<file path="src/rtl/wb_pkg.sv">
// Shared widths, register-file constants and helper types for the write-back port arbiter.
package wb_pkg;

  localparam int REG_AW        = 5;
  localparam int DATA_W        = 32;
  localparam int NUM_ARCH_REGS = 2 ** REG_AW;

  typedef logic [REG_AW-1:0] reg_idx_t;
  typedef logic [DATA_W-1:0] word_t;

  localparam reg_idx_t ZERO_REG = '0;

endpackage

</file>
<file path="src/rtl/rr_arbiter.sv">
// Round-robin arbiter: one-hot grant searched from a rotating pointer, which advances past each winner.
module rr_arbiter #(
  parameter int N = 3
) (
  input  logic         clk,
  input  logic         reset,
  input  logic [N-1:0] req,
  input  logic         en,
  output logic [N-1:0] gnt
);

  localparam int PW = (N > 1) ? $clog2(N) : 1;

  logic [PW-1:0] ptr_q;
  logic [PW-1:0] ptr_d;
  logic [PW-1:0] idx;
  logic          found;

  // Walk the requesters starting at the pointer; the first valid one wins.
  always_comb begin
    gnt   = '0;
    ptr_d = ptr_q;
    found = 1'b0;
    idx   = '0;
    for (int k = 0; k < N; k++) begin
      idx = PW'((int'(ptr_q) + k) % N);
      if (en && !found && req[idx]) begin
        gnt[idx] = 1'b1;
        found    = 1'b1;
        ptr_d    = PW'((int'(idx) + 1) % N);
      end
    end
  end

  always_ff @(posedge clk or negedge reset) begin
    if (!reset) begin
      ptr_q <= '0;
    end else begin
      ptr_q <= ptr_d;
    end
  end

endmodule

</file>
<file path="src/rtl/wb_port_arbiter.sv">
// Shares the register-file write port among NUM_REQ producers and tracks pending writes per register.
module wb_port_arbiter
  import wb_pkg::*;
#(
  parameter int NUM_REQ = 3,
  parameter int DATA_W  = wb_pkg::DATA_W,
  parameter int REG_AW  = wb_pkg::REG_AW
) (
  input  logic                      clk,
  input  logic                      reset,
  input  logic [NUM_REQ-1:0]        req_valid,
  output logic [NUM_REQ-1:0]        req_ready,
  input  logic [NUM_REQ*REG_AW-1:0] req_dest,
  input  logic [NUM_REQ*DATA_W-1:0] req_data,
  input  logic                      stall,
  input  logic                      issue_valid,
  input  logic [REG_AW-1:0]         issue_dest,
  output logic [REG_AW-1:0]         dest_reg,
  output logic [DATA_W-1:0]         value_to_write,
  output logic                      wb_valid,
  output logic [2**REG_AW-1:0]      busy_vec
);

  localparam int NREGS = 2 ** REG_AW;

  // Handshake: producer i transfers at a rising edge where req_valid[i] && req_ready[i];
  // req_ready is a function of req_valid, stall and the pointer only, and a producer
  // holds valid/dest/data steady until it sees that edge.
  logic [NUM_REQ-1:0] gnt;
  logic               arb_en;
  logic               handshake;
  logic [REG_AW-1:0]  sel_dest;
  logic [DATA_W-1:0]  sel_data;
  logic [NREGS-1:0]   busy_d;

  assign arb_en = reset && !stall;

  rr_arbiter #(.N(NUM_REQ)) u_rr (
    .clk   (clk),
    .reset (reset),
    .req   (req_valid),
    .en    (arb_en),
    .gnt   (gnt)
  );

  assign req_ready = gnt;
  assign handshake = |(gnt & req_valid);

  always_comb begin
    sel_dest = '0;
    sel_data = '0;
    for (int i = 0; i < NUM_REQ; i++) begin
      if (gnt[i]) begin
        sel_dest = sel_dest | req_dest[i*REG_AW +: REG_AW];
        sel_data = sel_data | req_data[i*DATA_W +: DATA_W];
      end
    end
  end

  // Write_Back commits every cycle, so an idle cycle drives R0 <= 0 and R0 writes are zeroed.
  always_ff @(posedge clk or negedge reset) begin
    if (!reset) begin
      dest_reg       <= '0;
      value_to_write <= '0;
      wb_valid       <= 1'b0;
    end else if (handshake) begin
      dest_reg       <= sel_dest;
      value_to_write <= (sel_dest == REG_AW'(ZERO_REG)) ? '0 : sel_data;
      wb_valid       <= 1'b1;
    end else begin
      dest_reg       <= '0;
      value_to_write <= '0;
      wb_valid       <= 1'b0;
    end
  end

  // A new issue to the register being committed this edge keeps the bit set.
  always_comb begin
    busy_d = busy_vec;
    for (int r = 1; r < NREGS; r++) begin
      if (wb_valid && dest_reg == REG_AW'(r)) begin
        busy_d[r] = 1'b0;
      end
      if (issue_valid && issue_dest == REG_AW'(r)) begin
        busy_d[r] = 1'b1;
      end
    end
    busy_d[0] = 1'b0;
  end

  always_ff @(posedge clk or negedge reset) begin
    if (!reset) begin
      busy_vec <= '0;
    end else begin
      busy_vec <= busy_d;
    end
  end

endmodule

</file>
<file path="config.mk">
export PLATFORM = sky130hd
export DESIGN_NAME = wb_port_arbiter
export DESIGN_NICKNAME = d
export VERILOG_FILES = /design/src/rtl/wb_pkg.sv /design/src/rtl/rr_arbiter.sv /design/src/rtl/wb_port_arbiter.sv
export SDC_FILE = /design/constraint.sdc
export NUM_CORES = 1
export LEC_CHECK = 0
export BUFFER_PORTS_ARGS = -buffer_cell sky130_fd_sc_hd__buf_2
export CORE_ASPECT_RATIO = 0.6
export CORE_UTILIZATION = 48
export DETAILED_ROUTE_END_ITERATION = 6
export PLACE_DENSITY = 0.86
export SLEW_MARGIN = 30
export SYNTH_ARGS = -nofsm -noshare
export SYNTH_HDL_FRONTEND = slang
export SYNTH_HIERARCHICAL = 1
export SYNTH_SLANG_ARGS = --single-unit
export TNS_END_PERCENT = 1
</file>
<file path="constraint.sdc">
create_clock -name clk -period 6.9 [get_ports clk]
set_input_delay 0 -clock clk [delete_from_list [all_inputs] [get_ports clk]]
set_output_delay 0 -clock clk [all_outputs]
set_load 0.02 [all_outputs]
</file>
==> results.md <==
* Dpl cells at 591
* Fin Setup TNS at 0 ns
* Critical path data required time at 7.07 ns
* WP data arrival at 4.02 ns
* Final nets at 648
* Antenna diode count at 0
* Slew @ Worst Pin at 0.672 ns
* Initial DRC count at 485
* Synthesis-to-finish area growth at 37.5%
* Starting Density at 0.512
* Fraction of layout cells with a size suffix above 1 at 0.493
* Clk slew on worst S/H paths at 0.05 ns
* Synth Instances at 334
* Antenna Nets Post-Route at 0
* Commonest non-fill, non-tap cell in the layout: buf_2
* Critical path capture point type: flip-flop
* Number of max-cap violations at 0
* Crit start category: flip-flop
* Via-to-Cell Ratio at 6.05
* Minimum clock period at 3.85 ns
* Core ar. at 6880 µm²
* Root buffer cell: clkbuf_16
* Number of synthesized flops with an enable pin at 0
* PwrDens at 310 nW/µm²
* Post-CTS setup buffers at 0
* Setup WS pre-CTS at 2.93 ns
* CTS resizes at 0
* Crit Path Class: reg2reg
* Post-DP HPWL at 7970 µm
* # rows at 23
* Post-route clock period utilization at 0.558
* Max reg flops at 32
* Design area at 4840 µm²
* Initial antenna violation count at 0
* RSZ-0062 raised after global routing: false
* Vias in the first global route at 3,444
* Syn Std Cell Area at 3520 µm²
* Top-level port count at 196
* Drt pass-1 iters at 7
* CP endpoint: value_to_write[16]
* Util after Layout at 0.704
* Worst Skew at 0.00556 ns
* Die Span X at 113 µm
* Avg Inst Size Synth at 10.5 µm²
* Fmax at 0.260 GHz
* Placed inst area at 4500 µm²
* Worst vdd ir at 0.000175 V
* First-pass GRT wire length at 16,900 µm
* Critical Path Start: u_rr/ptr_q[0]
* Clock Path Buffers at 2
* Setup-failing EPs final at 0
* Fin cells at 612
* Gr usage total at 0.290
* Syn Nets at 462
* Die Area at 7690 µm²
* Post-synth cell types at 37
* Synth Warn # at 6
* Die H at 68.3 µm
* Detailed-route DRC error count at 14
* Ys async rst share at 1.00
* Failing checks: design-rule violations
* Outcome: finished, violations left
* Slew Viols, Final at 0
* Lkg Pwr at 2.18 nW
* Fin Hold WS at 0.0157 ns
* Fin. Hold Viols at 0
* Number of buffers added on ports at 194
* Sequential share of the synthesized area at 0.505
* Detailed Route WL at 10,900 µm
* Slew margin rel. at 0.552
* Worst R2R Start: u_rr/ptr_q[0]
* H-tree depth at 3
* Worst reg2reg path depth at 10
* Post-CTS Hold Fix Bufs at 5
* Worst Setup Slack, final at 3.05 ns
* Worst hold path class: in2reg
* Largest net degree at the start of global routing at 73
* Synth Flop Type: dfrtp_1
* Number of buffers created by CTS at 9
* Final GP Congestion at 0.869
* Most frequent cells in the layout: buf_2, dfrtp_1, o21ai_0
* Clock Latency Late Sink at 0.32 ns
* Detail-routed net length per standard cell at 17.8 µm
* CTS tree: done
* Total power at 1.50 mW
* Reg2reg end: value_to_write[16]
* DR vias at 3,701
* CTS Sinks at 71
* Critical-path maximum fanout at 39
* Flops & latches, synth at 71
* Overflow after GRT at 0
* Worst R2R Setup Slack at 3.05 ns
[where the power goes]
group / switching (mW) / internal [mW] / total, mW / leakage [nW]
logic: 0.368 / 0.210 / 0.578 / 1.20
clock network: 0.161 / 0.288 / 0.449 / 0.146
registers: 0.0265 / 0.449 / 0.475 / 0.826
total: 0.556 / 0.947 / 1.50 / 2.18
[critical path, stage by stage (launching register included)]
cell and delay (ns):
dfrtp_1 0.41, inv_1 0.09, ha_1 0.33, mux2i_2 0.31, o21ai_0 0.11, and2_1 0.21, a222oi_1 0.44, inv_2 0.37
a222oi_1 0.53, and4_2 0.72, a21oi_1 0.18
[synth_stat cells (2+ instances only)]
| library cell | instances | area share |
|---|---|---|
| mux2_4 | 3 | 0.013 |
| a222oi_1 | 41 | 0.12 |
| or3_4 | 2 | 0.0064 |
| nor2b_1 | 2 | 0.0036 |
| dfrtp_1 | 71 | 0.50 |
| nand2b_1 | 7 | 0.012 |
| ha_1 | 5 | 0.018 |
| nand3_1 | 2 | 0.0028 |
| nand4bb_1 | 3 | 0.0096 |
| mux2i_1 | 3 | 0.0085 |
| nand4b_1 | 6 | 0.015 |
| buf_1 | 3 | 0.0032 |
| clkbuf_1 | 10 | 0.011 |
| o21ai_0 | 64 | 0.091 |
| a21oi_1 | 31 | 0.044 |
| nand2_1 | 5 | 0.0053 |
| inv_1 | 6 | 0.0064 |
| or2_2 | 33 | 0.059 |
| nor2_1 | 8 | 0.0085 |
| nand3b_1 | 2 | 0.0043 |
| nand4_1 | 2 | 0.0036 |
| buf_2 | 10 | 0.014 |
[logic make-up (layout without fill, tap and decap cells)]
logic type                 count (synthesis)  count (layout)  share of synthesized area
AOI/OAI and AO/OA                        140             140                      0.265
and+or+nand+nor                           77              77                      0.141
DFF                                       71              71                      0.505
buffers and inverters                     32             223                     0.0412
muxes                                      8               8                     0.0284
adders and majority gates                  5               5                     0.0178
other                                      1               1                    0.00107
[final cells by class]
cell class	count	area, µm²
clock buffer	12	246
clock inverter	4	45.0
fill	533	2040
inverter	6	22.5
multi-input combinational	231	1600
sequential	71	1780
tap	87	109
timing repair buffer	201	1040
[metal layers]
| metal | track usage | wire [µm] | vias up |
|---|---|---|---|
| met4 | 0.110 | 182 | 0 |
| met3 | 0.0576 | 1040 | 22 |
| met1 | 0.369 | 4390 | 1764 |
| met5 | 0 | 0 | - |
| met2 | 0.501 | 5300 | 254 |
| li1 | - | - | 1661 |
[worst min-delay path by stage]
stage / start / to / slack, ns / cells after the start
after floorplan: reset / busy_vec[10] / -0.30 / 0
after global placement: reset / busy_vec[10] / 0.16 / 1
after detailed placement: reset / busy_vec[8] / 0.17 / 1
after CTS: req_dest[8] / dest_reg[3] / 0.01 / 3
after global routing: req_dest[5] / dest_reg[0] / 0.009 / 3
final: req_dest[8] / dest_reg[3] / 0.02 / 3
No activity file was read; power rests on OpenSTA's default activity.
